--- src/rtl/noise_pkg.sv ---
// Shared constants and types for the Box-Muller noise path.
package noise_pkg;
  localparam int W   = 16;
  // Latency of the current cos_sine/log/multiplier datapath
  localparam int LAT = 4;

  typedef struct packed {
    logic [W-1:0] x0;
    logic [W-1:0] x1;
  } pair_t;
endpackage

--- src/rtl/bm_sequencer_if.sv ---
// URNG, datapath and noise-stream signals of the Box-Muller issue controller.
interface bm_sequencer_if;
  import noise_pkg::*;

  logic         urng_valid;
  logic         urng_ready;
  logic [W-1:0] urng_u0;
  logic [W-1:0] urng_u1;
  logic         dp_issue;
  logic [W-1:0] dp_u0;
  logic [W-1:0] dp_u1;
  logic [W-1:0] dp_x0;
  logic [W-1:0] dp_x1;
  logic         out_valid;
  logic         out_ready;
  logic [W-1:0] out_sample;
  logic         out_odd;

  modport slave (
    input  urng_valid, urng_u0, urng_u1, dp_x0, dp_x1, out_ready,
    output urng_ready, dp_issue, dp_u0, dp_u1, out_valid, out_sample, out_odd
  );

  modport master (
    output urng_valid, urng_u0, urng_u1, dp_x0, dp_x1, out_ready,
    input  urng_ready, dp_issue, dp_u0, dp_u1, out_valid, out_sample, out_odd
  );
endinterface

--- src/rtl/bm_sequencer_pair_fifo.sv ---
// Show-ahead pair FIFO holding returned (x0, x1) results, plus its overflow checker.
module pair_fifo
  import noise_pkg::*;
#(
  parameter  int DEPTH = 4,
  localparam int AW    = $clog2(DEPTH),
  localparam int LW    = AW + 1
) (
  input  logic          clk_i,
  input  logic          rst_i,
  input  logic          wr_en_i,
  input  pair_t         wr_data_i,
  input  logic          rd_en_i,
  output pair_t         rd_data_o,
  output logic          empty_o,
  output logic [LW-1:0] count_o
);

  pair_t         mem_q [DEPTH];
  logic [AW-1:0] wr_ptr_q, wr_ptr_d;
  logic [AW-1:0] rd_ptr_q, rd_ptr_d;
  logic [LW-1:0] count_q, count_d;
  logic          full_s;

  assign full_s    = (count_q == LW'(DEPTH));
  assign empty_o   = (count_q == '0);
  assign count_o   = count_q;
  assign rd_data_o = mem_q[rd_ptr_q];

  // Pointer and occupancy next-state
  always_comb begin
    wr_ptr_d = wr_ptr_q;
    rd_ptr_d = rd_ptr_q;
    count_d  = count_q;
    if (wr_en_i) begin
      wr_ptr_d = wr_ptr_q + AW'(1);
    end else begin
      wr_ptr_d = wr_ptr_q;
    end
    if (rd_en_i) begin
      rd_ptr_d = rd_ptr_q + AW'(1);
    end else begin
      rd_ptr_d = rd_ptr_q;
    end
    case ({wr_en_i, rd_en_i})
      2'b10:   count_d = count_q + LW'(1);
      2'b01:   count_d = count_q - LW'(1);
      default: count_d = count_q;
    endcase
  end

  // Pointer and occupancy registers
  always_ff @(posedge clk_i) begin
    if (rst_i) begin
      wr_ptr_q <= '0;
      rd_ptr_q <= '0;
      count_q  <= '0;
    end else begin
      wr_ptr_q <= wr_ptr_d;
      rd_ptr_q <= rd_ptr_d;
      count_q  <= count_d;
    end
  end

  // Storage; contents are only observed through a valid read pointer
  always_ff @(posedge clk_i) begin
    if (wr_en_i) begin
      mem_q[wr_ptr_q] <= wr_data_i;
    end
  end

  pair_fifo_chk u_chk (
    .clk_i   (clk_i),
    .rst_i   (rst_i),
    .wr_en_i (wr_en_i),
    .rd_en_i (rd_en_i),
    .full_i  (full_s),
    .empty_i (empty_o)
  );
endmodule

module pair_fifo_chk (
  input logic clk_i,
  input logic rst_i,
  input logic wr_en_i,
  input logic rd_en_i,
  input logic full_i,
  input logic empty_i
);
  a_no_overflow:  assert property (@(posedge clk_i) disable iff (rst_i) !(wr_en_i && full_i));
  a_no_underflow: assert property (@(posedge clk_i) disable iff (rst_i) !(rd_en_i && empty_i));
endmodule

--- src/rtl/bm_sequencer.sv ---
// Box-Muller issue controller: credit-gated URNG issue, fixed-latency return
// capture into a pair FIFO, and x0/x1 serialization onto the noise stream.
module bm_sequencer
  import noise_pkg::*;
#(
  parameter  int LAT   = noise_pkg::LAT,
  parameter  int DEPTH = 4,
  localparam int LW    = $clog2(DEPTH) + 1
) (
  input  logic          clk,
  input  logic          rst,
  input  logic          enable,
  bm_sequencer_if.slave bus,
  output logic [4:0]    inflight,
  output logic [LW-1:0] fifo_level,
  output logic [31:0]   pair_count
);

  logic           rst_q;
  logic           dp_issue_q, dp_issue_d;
  logic [W-1:0]   dp_u0_q, dp_u0_d;
  logic [W-1:0]   dp_u1_q, dp_u1_d;
  logic [LAT-1:0] ret_sr_q, ret_sr_d;
  logic [4:0]     inflight_q, inflight_d;
  logic           phase_q, phase_d;
  logic [31:0]    pair_count_q, pair_count_d;

  logic [5:0]     used_s;
  logic [LW-1:0]  level_s;
  logic           urng_ready_s, accept_s, ret_s, xfer_s, pop_s, empty_s;
  pair_t          ret_pair_s, head_s;

  // Credits cover both buffered and in-flight pairs, so the FIFO cannot overflow
  assign used_s       = 6'(level_s) + 6'(inflight_q);
  assign urng_ready_s = enable & ~rst_q & (used_s < 6'(DEPTH));
  assign accept_s     = bus.urng_valid & urng_ready_s;
  assign ret_s        = ret_sr_q[LAT-1];
  assign xfer_s       = ~empty_s & bus.out_ready;
  assign pop_s        = xfer_s & phase_q;
  assign ret_pair_s.x0 = bus.dp_x0;
  assign ret_pair_s.x1 = bus.dp_x1;

  // Next-state for issue, return tracking, credit and serializer
  always_comb begin
    dp_issue_d   = accept_s;
    dp_u0_d      = dp_u0_q;
    dp_u1_d      = dp_u1_q;
    ret_sr_d     = ret_sr_q;
    inflight_d   = inflight_q;
    phase_d      = phase_q;
    pair_count_d = pair_count_q;
    if (accept_s) begin
      dp_u0_d = bus.urng_u0;
      dp_u1_d = bus.urng_u1;
    end else begin
      dp_u0_d = dp_u0_q;
      dp_u1_d = dp_u1_q;
    end
    ret_sr_d[0] = dp_issue_q;
    for (int i = 1; i < LAT; i++) begin
      ret_sr_d[i] = ret_sr_q[i-1];
    end
    case ({accept_s, ret_s})
      2'b10:   inflight_d = inflight_q + 5'd1;
      2'b01:   inflight_d = inflight_q - 5'd1;
      default: inflight_d = inflight_q;
    endcase
    if (xfer_s) begin
      phase_d = ~phase_q;
    end else begin
      phase_d = phase_q;
    end
    if (pop_s) begin
      pair_count_d = pair_count_q + 32'd1;
    end else begin
      pair_count_d = pair_count_q;
    end
  end

  // State registers
  always_ff @(posedge clk) begin
    if (rst) begin
      rst_q        <= 1'b1;
      dp_issue_q   <= 1'b0;
      dp_u0_q      <= '0;
      dp_u1_q      <= '0;
      ret_sr_q     <= '0;
      inflight_q   <= 5'd0;
      phase_q      <= 1'b0;
      pair_count_q <= 32'd0;
    end else begin
      rst_q        <= 1'b0;
      dp_issue_q   <= dp_issue_d;
      dp_u0_q      <= dp_u0_d;
      dp_u1_q      <= dp_u1_d;
      ret_sr_q     <= ret_sr_d;
      inflight_q   <= inflight_d;
      phase_q      <= phase_d;
      pair_count_q <= pair_count_d;
    end
  end

  pair_fifo #(.DEPTH(DEPTH)) u_fifo (
    .clk_i     (clk),
    .rst_i     (rst),
    .wr_en_i   (ret_s),
    .wr_data_i (ret_pair_s),
    .rd_en_i   (pop_s),
    .rd_data_o (head_s),
    .empty_o   (empty_s),
    .count_o   (level_s)
  );

  assign bus.urng_ready = urng_ready_s;
  assign bus.dp_issue   = dp_issue_q;
  assign bus.dp_u0      = dp_u0_q;
  assign bus.dp_u1      = dp_u1_q;
  assign bus.out_valid  = ~empty_s;
  assign bus.out_sample = empty_s ? '0 : (phase_q ? head_s.x1 : head_s.x0);
  assign bus.out_odd    = phase_q;
  assign inflight       = inflight_q;
  assign fifo_level     = level_s;
  assign pair_count     = pair_count_q;
endmodule

--- src/flat_wrapper.sv ---
// flat-port wrapper written by rule: the top's interface ports become plain ports
module bm_sequencer_flat import noise_pkg::*;
#(
  parameter  int LAT   = noise_pkg::LAT,
  parameter  int DEPTH = 4,
  localparam int LW    = $clog2(DEPTH) + 1
)
  (clk, rst, enable, inflight, fifo_level, pair_count, bus_urng_valid, bus_urng_u0, bus_urng_u1, bus_dp_x0, bus_dp_x1, bus_out_ready, bus_urng_ready, bus_dp_issue, bus_dp_u0, bus_dp_u1, bus_out_valid, bus_out_sample, bus_out_odd);
  bm_sequencer_if bus_i ();
  input  logic clk;
  input  logic rst;
  input  logic enable;
  output logic [4:0] inflight;
  output logic [LW-1:0] fifo_level;
  output logic [31:0] pair_count;
  input wire logic [$bits(bus_i.urng_valid)-1:0] bus_urng_valid;
  input wire logic [$bits(bus_i.urng_u0)-1:0] bus_urng_u0;
  input wire logic [$bits(bus_i.urng_u1)-1:0] bus_urng_u1;
  input wire logic [$bits(bus_i.dp_x0)-1:0] bus_dp_x0;
  input wire logic [$bits(bus_i.dp_x1)-1:0] bus_dp_x1;
  input wire logic [$bits(bus_i.out_ready)-1:0] bus_out_ready;
  output wire logic [$bits(bus_i.urng_ready)-1:0] bus_urng_ready;
  output wire logic [$bits(bus_i.dp_issue)-1:0] bus_dp_issue;
  output wire logic [$bits(bus_i.dp_u0)-1:0] bus_dp_u0;
  output wire logic [$bits(bus_i.dp_u1)-1:0] bus_dp_u1;
  output wire logic [$bits(bus_i.out_valid)-1:0] bus_out_valid;
  output wire logic [$bits(bus_i.out_sample)-1:0] bus_out_sample;
  output wire logic [$bits(bus_i.out_odd)-1:0] bus_out_odd;
  assign bus_i.urng_valid = bus_urng_valid;
  assign bus_i.urng_u0 = bus_urng_u0;
  assign bus_i.urng_u1 = bus_urng_u1;
  assign bus_i.dp_x0 = bus_dp_x0;
  assign bus_i.dp_x1 = bus_dp_x1;
  assign bus_i.out_ready = bus_out_ready;
  assign bus_urng_ready = bus_i.urng_ready;
  assign bus_dp_issue = bus_i.dp_issue;
  assign bus_dp_u0 = bus_i.dp_u0;
  assign bus_dp_u1 = bus_i.dp_u1;
  assign bus_out_valid = bus_i.out_valid;
  assign bus_out_sample = bus_i.out_sample;
  assign bus_out_odd = bus_i.out_odd;
  bm_sequencer #(.LAT(LAT), .DEPTH(DEPTH)) u_core (.clk(clk), .rst(rst), .enable(enable), .bus(bus_i), .inflight(inflight), .fifo_level(fifo_level), .pair_count(pair_count));
endmodule
--- config.mk ---
export PLATFORM = sky130hd
export DESIGN_NAME = bm_sequencer_flat
export DESIGN_NICKNAME = d
export VERILOG_FILES = /design/src/rtl/noise_pkg.sv /design/src/rtl/bm_sequencer_if.sv /design/src/rtl/bm_sequencer_pair_fifo.sv /design/src/rtl/bm_sequencer.sv /design/src/flat_wrapper.sv
export SDC_FILE = /design/constraint.sdc
export NUM_CORES = 1
export LEC_CHECK = 0
export BUFFER_PORTS_ARGS = -buffer_cell sky130_fd_sc_hd__buf_2
export CORE_MARGIN = 4
export CORE_UTILIZATION = 25
export CTS_CLUSTER_DIAMETER = 40
export DETAILED_ROUTE_END_ITERATION = 6
export PLACE_DENSITY = 0.43
export SYNTH_ARGS = -nofsm -noshare
export SYNTH_HDL_FRONTEND = slang
export SYNTH_SLANG_ARGS = --single-unit
--- constraint.sdc ---
create_clock -name clk -period 3.9 [get_ports clk]
set_input_delay 0.78 -clock clk [delete_from_list [all_inputs] [get_ports clk]]
set_output_delay 0.78 -clock clk [all_outputs]
set_load 0.05 [all_outputs]
Word-level counts from Yosys, hierarchy flattened
Memory sizes are Yosys's and may differ from the RTL's. A register that Yosys moved wholly into a read port is not among the register bits.
Index checks and enable logic that the tools add are counted.
{"block": "totals", "mem_count": 1, "in_bits": 69, "mem_bits_rw": 128, "out_inout_bits": 92, "elab_cells": 45, "regBits": 83}
{"memory": "u_core.u_fifo.mem_q", "depth": 4, "width": 32, "read_ports": 1, "rd_ports_with_merged_regs": 1, "write_ports": 1, "line_no": "bm_sequencer_pair_fifo.sv:19", "text": "pair_t mem_q [DEPTH];"}
{"block": "classes", "mux": 9, "n_bitwise": 8, "n_reduce_logical": 3, "n_lt_le_gt_ge": 1, "add_sub_neg": 8, "n_eq_ne": 4}
{"cell": "32-bit by 1-bit adder with 32-bit output, second input constant", "n": 1}
{"cell": "16-bit two-way mux", "n": 2}
{"cell": "5-bit one-hot mux with 2 select lines", "n": 1}
{"cell": "3-bit by 5-bit adder with 6-bit output", "n": 1}
{"cell": "6-bit by 3-bit less-than comparator with 1-bit output, second input constant", "n": 1}
{"cell": "3-bit one-hot mux with 2 select lines", "n": 1}
{"cell": "5-bit by 1-bit adder with 5-bit output, second input constant", "n": 1}
{"cell": "1-bit AND", "n": 5}
{"cell": "5-bit by 1-bit subtractor with 5-bit output, second input constant", "n": 1}
{"cell": "2-bit by 1-bit adder with 2-bit output, second input constant", "n": 2}
{"cell": "2-bit by 1-bit == test with 1-bit output, second input constant", "n": 2}
{"cell": "2-bit == test, second input constant", "n": 2}
{"cell": "2-bit two-way mux", "n": 2}
{"cell": "2-bit nonzero test", "n": 2}
{"cell": "3-bit by 1-bit adder with 3-bit output, second input constant", "n": 1}
{"cell": "3-bit logical NOT", "n": 1}
{"cell": "1-bit two-way mux", "n": 3}
{"cell": "1-bit NOT", "n": 3}
{"cell": "3-bit by 1-bit subtractor with 3-bit output, second input constant", "n": 1}

Depth between registers and ports, before layout
Gate-level depths: netlist (run 1).
{"block": "logic_depth", "word_depth": 6, "mapped_depth": 14, "depth_no_buf": 12}

Modules after synthesis
From an unflattened synthesis (run 1), not the netlist that was laid out.
{"block": "hier_totals", "hier_cells": 575, "area_unflattened_um2": 8455.6}
{"module": "pair_fifo", "area_per_inst_um2": 5086.1, "n_inst": 1, "cells_each": 213, "seq_area_each_um2": 4023.9}
{"module": "bm_sequencer", "area_per_inst_um2": 3369.5, "n_inst": 1, "cells_each": 362, "seq_area_each_um2": 1521.5}

Least setup slack after synthesis (run 1)
No wires, ideal clock.
{"block": "synth_path", "path_type": "flip-flop to flip-flop", "start": "register u_core.u_fifo.count_q[2], in the netlist u_core.u_fifo.count_o[2]", "end": "register u_core.inflight_q[4], in the netlist u_core.inflight[4]", "t_required_ns": 3.777, "n_path_buf": 2, "setup_ns": 0.123, "stages_incl_launch_ff": 14, "arrival_time_ns": 3.992, "setup_slack_ns": -0.215, "synth_period_minus_slack_ns": 4.115, "cell_sequence": "dfxtp_1 > ha_1 > nor4_1 > and3_1 > clkbuf_1 > nand2_1 > buf_2 > ha_1 > ha_1 > nor2b_1 > o21ai_1 > a21oi_1 > or3b_1 > mux2_1"}
{"block": "synth_between", "elab_chain_len": 6, "word_cells_on_any_way": 8, "cone_classes": "add/sub (1); order compare (1); eq/ne (2); mux (1); bitwise (2); reduce/logical (1)"}
{"item": "start: declaration", "line_no": "bm_sequencer_pair_fifo.sv:22", "text": "logic [LW-1:0] count_q, count_d;"}
{"item": "start signal: assignment", "line_no": "bm_sequencer_pair_fifo.sv:61", "text": "count_q <= count_d;"}
{"item": "3-bit by 5-bit adder with 6-bit output (*)", "line_no": "bm_sequencer.sv:34", "text": "assign used_s = 6'(level_s) + 6'(inflight_q);"}
{"item": "6-bit by 3-bit less-than comparator with 1-bit output (*)", "line_no": "bm_sequencer.sv:35", "text": "assign urng_ready_s = enable & ~rst_q & (used_s < 6'(DEPTH));"}
{"item": "1-bit AND (*)", "line_no": "bm_sequencer.sv:35"}
{"item": "named net bus_urng_ready", "line_no": "flat_wrapper.sv:22", "text": "output wire logic [$bits(bus_i.urng_ready)-1:0] bus_urng_ready;"}
{"item": "1-bit AND (*)", "line_no": "bm_sequencer.sv:36", "text": "assign accept_s = bus.urng_valid & urng_ready_s;"}
{"item": "2-bit by 1-bit == test with 1-bit output or 2-bit == test (tied branches)", "line_no": "bm_sequencer.sv:63", "text": "case ({accept_s, ret_s})"}
{"item": "5-bit one-hot mux with 2 select lines or 2-bit nonzero test (tied branches)"}
{"item": "end signal: assignment", "line_no": "bm_sequencer.sv:97", "text": "inflight_q <= inflight_d;"}
{"item": "end: declaration", "line_no": "bm_sequencer.sv:24", "text": "logic [4:0] inflight_q, inflight_d;"}
Mark *: on every way through the listed nets, which the timed path passes. The rest lies on a longest branch.
A chain may end at the register's enable or synchronous reset.

Worst setup path after layout (run 1)
{"block": "layout_path", "start": "register u_core.u_fifo.count_q[2], in the netlist u_core.u_fifo.count_o[2]", "end": "register u_core.inflight_q[4], in the netlist u_core.inflight[4]"}
{"block": "layout_between", "elab_chain_len": 6, "word_cells_on_any_way": 8, "cone_classes": "add/sub (1); order compare (1); eq/ne (2); mux (1); bitwise (2); reduce/logical (1)"}
{"item": "3-bit by 5-bit adder with 6-bit output (*)", "line_no": "bm_sequencer.sv:34"}
{"item": "6-bit by 3-bit less-than comparator with 1-bit output (*)", "line_no": "bm_sequencer.sv:35"}
{"item": "1-bit AND (*)", "line_no": "bm_sequencer.sv:35"}
{"item": "1-bit AND (*)", "line_no": "bm_sequencer.sv:36"}
{"item": "2-bit by 1-bit == test with 1-bit output or 2-bit == test (tied branches)", "line_no": "bm_sequencer.sv:63"}
{"item": "5-bit one-hot mux with 2 select lines or 2-bit nonzero test (tied branches)"}
Every way passes the cells marked *; elsewhere a longest branch is shown, timed or not.

==> results of run 1 <==
==> worst min path at each step <==
stage                                             to  depth (start not counted)
after detailed placement          u_core.ret_sr_q[1]                          1
after CTS                 u_core.u_fifo.mem_q[1][26]                          1
after global routing       u_core.u_fifo.mem_q[0][8]                          1
after global placement            u_core.ret_sr_q[1]                          1
final                             u_core.ret_sr_q[2]                          1
after floorplan                   u_core.ret_sr_q[1]                          1
==> final cells by class <==
class | instances | area (µm²) | area share [%]
clock inverters | 20 | 244 | 2.18
flip-flops and latches | 213 | 5550 | 49.6
repair buffers | 167 | 866 | 7.75
clock buffers | 54 | 1150 | 10.3
multi-input cells | 327 | 2740 | 24.5
diodes | 2 | 5.00 | 0.0448
well taps | 448 | 561 | 5.02
inverters | 16 | 60.1 | 0.538
==> state kept, by name (all words and copies together) (netlist names), named ones only <==
signal and flops:
u_core.bus.dp_u1 16, u_core.bus.out_odd 1, u_core.bus.dp_issue 1, u_core.bus.dp_u0 16, u_core.ret_sr_q 4, u_core.u_fifo.rd_ptr_q 2, u_core.u_fifo.mem_q 128, u_core.inflight 5
u_core.pair_count 32, u_core.u_fifo.wr_ptr_q 2, u_core.rst_q 1, u_core.u_fifo.count_o 3
==> per-layer routing <==
metal  track usage, %  up-vias
met2             18.3      165
li1                 -     2515
met4             3.24        2
met1             13.8     2522
met3             3.67       34
met5                0        -
==> power by group <==
| group | switching [mW] | total, mW | internal [mW] |
|---|---|---|---|
| clock | 1.15 | 3.49 | 2.35 |
| sequential | 0.00710 | 2.41 | 2.40 |
| combinational | 0.108 | 0.160 | 0.0526 |
| total | 1.26 | 6.06 | 4.80 |
==> cells in the final DEF (no fill, tap or decap), drive strengths merged, types with 2 or more instances in the layout <==
| cell type | n |
|---|---|
| a21oi | 10 |
| and2 | 7 |
| and3 | 5 |
| and4 | 3 |
| buf | 167 |
| bufinv | 4 |
| clkbuf | 54 |
| clkinv | 13 |
| dfxtp | 85 |
| diode | 2 |
| edfxtp | 128 |
| fa | 2 |
| ha | 12 |
| inv | 18 |
| mux2i | 51 |
| mux4 | 32 |
| nand2 | 13 |
| nand3 | 8 |
| nand4 | 10 |
| nor2 | 94 |
| nor2b | 7 |
| nor3 | 14 |
| nor3b | 2 |
| nor4 | 4 |
| o21ai | 6 |
| or3 | 5 |
| xnor2 | 23 |
| xor2 | 12 |
==> cells by family after synthesis <==
| kind of cell | share of synthesized area (%) |
|---|---|
| fa+ha+maj | 2.25 |
| compound gates | 1.23 |
| flops | 65.5 |
| mux | 14.7 |
| buf+inv | 2.32 |
| xor+xnor | 3.62 |
| simple gates | 10.4 |
==> through the flow <==
| stage | util, % | hold slack (ns) | instance area, µm² |
|---|---|---|---|
| after floorplan | - | 0.414 | 8470 |
| after global placement | 29.2 | 0.424 | 9770 |
| after detailed placement | 29.2 | 0.422 | 9770 |
| after CTS | 33.4 | 0.424 | 11200 |
| after global routing | 33.4 | 0.436 | 11200 |
| final | 33.4 | 0.431 | 11200 |
==> cell usage after synthesis (all sizes together) (4+ instances only) <==
library cell  instances  area [µm²]
xor2                 12         105
and2                  7        43.8
xnor2                23         201
mux2i                51         510
dfxtp                85        1700
edfxtp              128        3840
nor3                 14         110
or3                   5        31.3
a21oi                10        50.1
nand4                10        68.8
inv                  16        60.1
mux4                 32         721
ha                   12         150
clkbuf               16        60.1
nand2                13        48.8
nand3                 8        40.0
and3                  5        31.3
nor2b                 7        43.8
o21ai                 6        30.0
buf                  13        76.3
nor2                 94         353
nor4                  4        37.5
==> results.json, run 1 <==
{
  "drv_cap": 0,
  "synth_seq_cells": 213,
  "arrival_ns": 3.38,
  "cts_buffers": 41,
  "crit_fanout": 7,
  "syn_nets": 668,
  "fin_crit_ns": 2.99,
  "postCtsSetupRepairBufs": 0,
  "nFillCells": 3323,
  "cp_num_cells": 11,
  "grt_pass1_vias": 5532,
  "cts_max_path_buffers": 3,
  "cts-root-buf": "clkbuf_16",
  "vias": 5238,
  "crit_path_max_incr_delay_ns": 0.44,
  "async_reset_ff_share_pct": 0,
  "placedCellCount": 1171,
  "postRouteAntennaNets": 0,
  "hold_violations": 0,
  "p_leak_nw": 4.33,
  "initial_utilization_pct": 25.3,
  "seq_area_frac_synth_pct": 65.5,
  "reg2reg_to": "u_core.inflight[4]",
  "skew_ns": 0.0242,
  "viasPerCell": 4.20,
  "slew_headroom_pct": 33.3,
  "chipWidth_um": 192,
  "met3_length_mm": 1.50,
  "crit_buf_inv": 0,
  "cp-start-kind": "register",
  "syn_inst": 585,
  "grt_max_degree": 41,
  "fin_setup_tns_ns": 0,
  "timing.critical_path.slowest_stage_cell": "dfxtp_1",
  "portBuffers": 160,
  "r2r_cells": 11,
  "rsz0062_at_grt": "false",
  "htreeDepth": 2,
  "routedWlPerCell_um": 16.2,
  "num-nets-final": 849,
  "synth_edf_count": 128,
  "dr.max_layer_used": "met5",
  "critPathCapture": "u_core.inflight[4]",
  "cts_sinks": 213,
  "syn_avg_cell_area_um2": 14.5,
  "worst_ir_drop_vdd_mv": 0.300,
  "grt_overflow": 0,
  "crit_type": "reg2reg",
  "clk_latency_ns": 0.53,
  "grt.total_usage_pct": 11.0,
  "drt-initial-drc-count": 313,
  "clk_pin_slew_ns": 0.04,
  "worst_setup_path_end_kind": "register",
  "ioPinCount": 161,
  "required_ns": 4.29,
  "cts_tree": "built",
  "post_cts_resized": 0,
  "core_um2": 33400,
  "dr_wl_met2_mm": 9.56,
  "final-setup-viol-count": 0,
  "clock.fmax_ghz": 0.334,
  "hold_buffers": 0,
  "place_hpwl_mm": 12.5,
  "crit_family": "simple AND/OR/NAND/NOR gates",
  "hp-start": "u_core.ret_sr_q[1]",
  "reg2reg_slack_ns": 0.91,
  "setup_ws_ns": 0.910,
  "synth_ff_type": "edfxtp_1",
  "chipHeight_um": 192,
  "critPathMostFrequentCell": "ha_1",
  "grt_antenna_before_repair": 2,
  "die_area_um2": 36900,
  "gp_congestion": 0.693,
  "hold_class": "reg2reg",
  "dp_slack_ns": 0.740,
  "post-route-period-util_pct": 76.7,
  "drive_above_1_share_pct": 36.0,
  "dr.pass1.iters": 4,
  "status": "completed",
  "route.detailed.drc": 0,
  "grt_pass1_wl_mm": 31.8,
  "slew_violations": 0,
  "power.total_mw": 6.06,
  "fin_cells": 1247,
  "ys_types": 39,
  "post_synth_instance_area_um2": 8470,
  "synthToLayoutAreaGrowth_pct": 32.0,
  "r2r-start": "u_core.u_fifo.count_o[2]",
  "rows": 67,
  "ys_warn_count": 0,
  "wirelength_mm": 20.2,
  "worst-slew-pin-transition_ns": 1.00,
  "crit_chain": "ha_1 > nor4_1 > and3_1 > nand2_2 > ha_1 > ha_1 > nor2b_1 > o21ai_1 > a21oi_1 > or3b_1 > mux2_1",
  "powerDensity_nw_per_um2": 543,
  "wl_met1_mm": 8.77,
  "crit_start": "u_core.u_fifo.count_o[2]"
}
Note: power is estimated with default switching activity, not from simulation.
==> inputs of run 2 (changes only) <==
- PLACE_DENSITY: 0.43 -> 0.45
- clock period: 3.9 -> 2.74 ns (I/O delays scaled with it)
==> run 2 against run 1 <==
  * Power rose by 45%
  * Largest cell class unchanged
  * Critical endpoint is now bus_out_sample[6]
  * Setup slack got worse by 0.84 ns
  * Clock skew rose by 0.0022 ns
  * Wire length rose by 2.0%
  * Combinational power rose by 51%
==> results.json, run 2 (synthesized netlist as in run 1, its figures left out) <==
{
  "status": "completed",
  "grt_max_degree": 46,
  "grt_overflow": 0,
  "regMostFlops": "u_core.u_fifo.mem_q",
  "p_leak_nw": 4.47,
  "fin_setup_tns_ns": 0,
  "portBuffers": 160,
  "dr.max_layer_used": "met5",
  "hold_class": "in2reg",
  "timing.critical_path.slowest_stage_cell": "mux4_2",
  "htreeDepth": 2,
  "routedWlPerCell_um": 16.3,
  "clk_pin_slew_ns": 0.05,
  "dr_wl_met2_mm": 9.40,
  "viasPerCell": 4.18,
  "slew_headroom_pct": 56.5,
  "dr.pass1.iters": 4,
  "final_core_util_pct": 34.7,
  "worst_ir_drop_vdd_mv": 0.470,
  "worst_setup_path_end_kind": "output port",
  "wl_met1_mm": 9.10,
  "crit_type": "reg2out",
  "cp-start-kind": "register",
  "hold_buffers": 0,
  "ioPinCount": 161,
  "clock.fmax_ghz": 0.374,
  "chipHeight_um": 192,
  "layout_commonest_cell": "buf_2",
  "crit_chain": "buf_12 > mux4_2 > mux2i_4 > nor2_2 > buf_4",
  "dp_slack_ns": -0.0542,
  "skew_ns": 0.0264,
  "crit_family": "multiplexers",
  "core_um2": 33400,
  "drt-initial-drc-count": 220,
  "largest_reg_flops": 128,
  "cts-root-buf": "clkbuf_16",
  "drive_above_1_share_pct": 41.2,
  "postRouteAntennaNets": 0,
  "worst-slew-pin-transition_ns": 0.647,
  "final-setup-viol-count": 0,
  "chipWidth_um": 192,
  "rsz0062_at_grt": "true",
  "wirelength_mm": 20.6,
  "fin_crit_ns": 2.67,
  "rows": 67,
  "placedCellCount": 1187,
  "grt_pass1_vias": 5454,
  "fin_hold_ws_ns": 0.220,
  "clk_latency_ns": 0.54,
  "fin_cells": 1268,
  "setup_ws_ns": 0.0687,
  "cts_tree": "built",
  "gp_congestion": 0.688,
  "antennaDiodeCount": 0,
  "slew_violations": 0,
  "crit_path_max_incr_delay_ns": 0.55,
  "required_ns": 2.19,
  "arrival_ns": 2.12,
  "cts_sinks": 213,
  "met3_length_mm": 1.61,
  "initial_utilization_pct": 25.3,
  "grt_pass1_wl_mm": 31.5,
  "layout_common_cells": "buf_2 (152), edfxtp_1 (128), nor2_1 (85)",
  "vias": 5303,
  "grt_antenna_before_repair": 4,
  "route.detailed.drc": 0,
  "synthToLayoutAreaGrowth_pct": 36.9,
  "cts_max_path_buffers": 3,
  "hold_violations": 0,
  "post-route-period-util_pct": 97.5,
  "die_area_um2": 36900,
  "reg2reg_slack_ns": 0.13,
  "drv_cap": 0,
  "grt.total_usage_pct": 11.2,
  "num-nets-final": 870,
  "cts_buffers": 42,
  "place_hpwl_mm": 12.8,
  "crit_buf_inv": 2,
  "powerDensity_nw_per_um2": 759,
  "crit_fanout": 11
}
==> run 2: worst paths after layout <==
path                                               start                         end  cells after the start
worst min-delay path                        bus_dp_x0[7]  u_core.u_fifo.mem_q[0][23]                      1
worst max register to register  u_core.u_fifo.count_o[2]          u_core.inflight[4]                     11
worst min register to register        u_core.ret_sr_q[0]          u_core.ret_sr_q[1]                      1
worst max-delay path                            register           bus_out_sample[6]                      5
==> run 2: worst reg2reg max path, stage by stage, from the launching register on <==
cell and delay, ns:
dfxtp_4 0.34, ha_4 0.22, nor4_1 0.19, and3_2 0.28, nand2_8 0.06, ha_4 0.18, ha_4 0.28, nor2b_4 0.15
o21ai_2 0.06, nand3_1 0.07, or3b_1 0.36, mux2_4 0.30
==> run 2: per-layer routing <==
metal  up-vias  GRT usage (%)
met5         -              0
met2       151           17.4
li1       2554              -
met3        43           4.49
met1      2547           14.3
met4         8           3.84
==> run 2: power by group <==
group | leakage, nW | switching (mW) | internal [mW]
Combinational | 1.93 | 0.159 | 0.0816
Sequential | 1.84 | 0.00981 | 3.41
Clock | 0.697 | 1.73 | 3.40
==> run 2: what timing repair did <==
action | 4_1_cts | 5_1_grt
pin swaps | 0 | 4
resized for setup | 17 | 8
endpoints found under the setup margin | 15 | 15
buffers inserted | 2 | 2
gates cloned | 0 | 0
==> run 2: per-stage QoR <==
step / instance area (µm²) / total power, mW
floorplan: 8600 / 3.62
global placement: 10000 / 3.73
detailed placement: 10000 / 3.73
CTS: 11600 / 8.97
global route: 11600 / 9.14
finish: 11600 / 8.79
==> run 2: cell type report <==
| cell class | instances | area [µm²] |
|---|---|---|
| repair buffers | 187 | 1090 |
| fillers | 3317 | 21900 |
| clock buffers | 49 | 1150 |
| multi-input cells | 327 | 2860 |
| inverters | 16 | 60.1 |
| flip-flops and latches | 213 | 5570 |
| well taps | 448 | 561 |
| clock inverters | 28 | 300 |
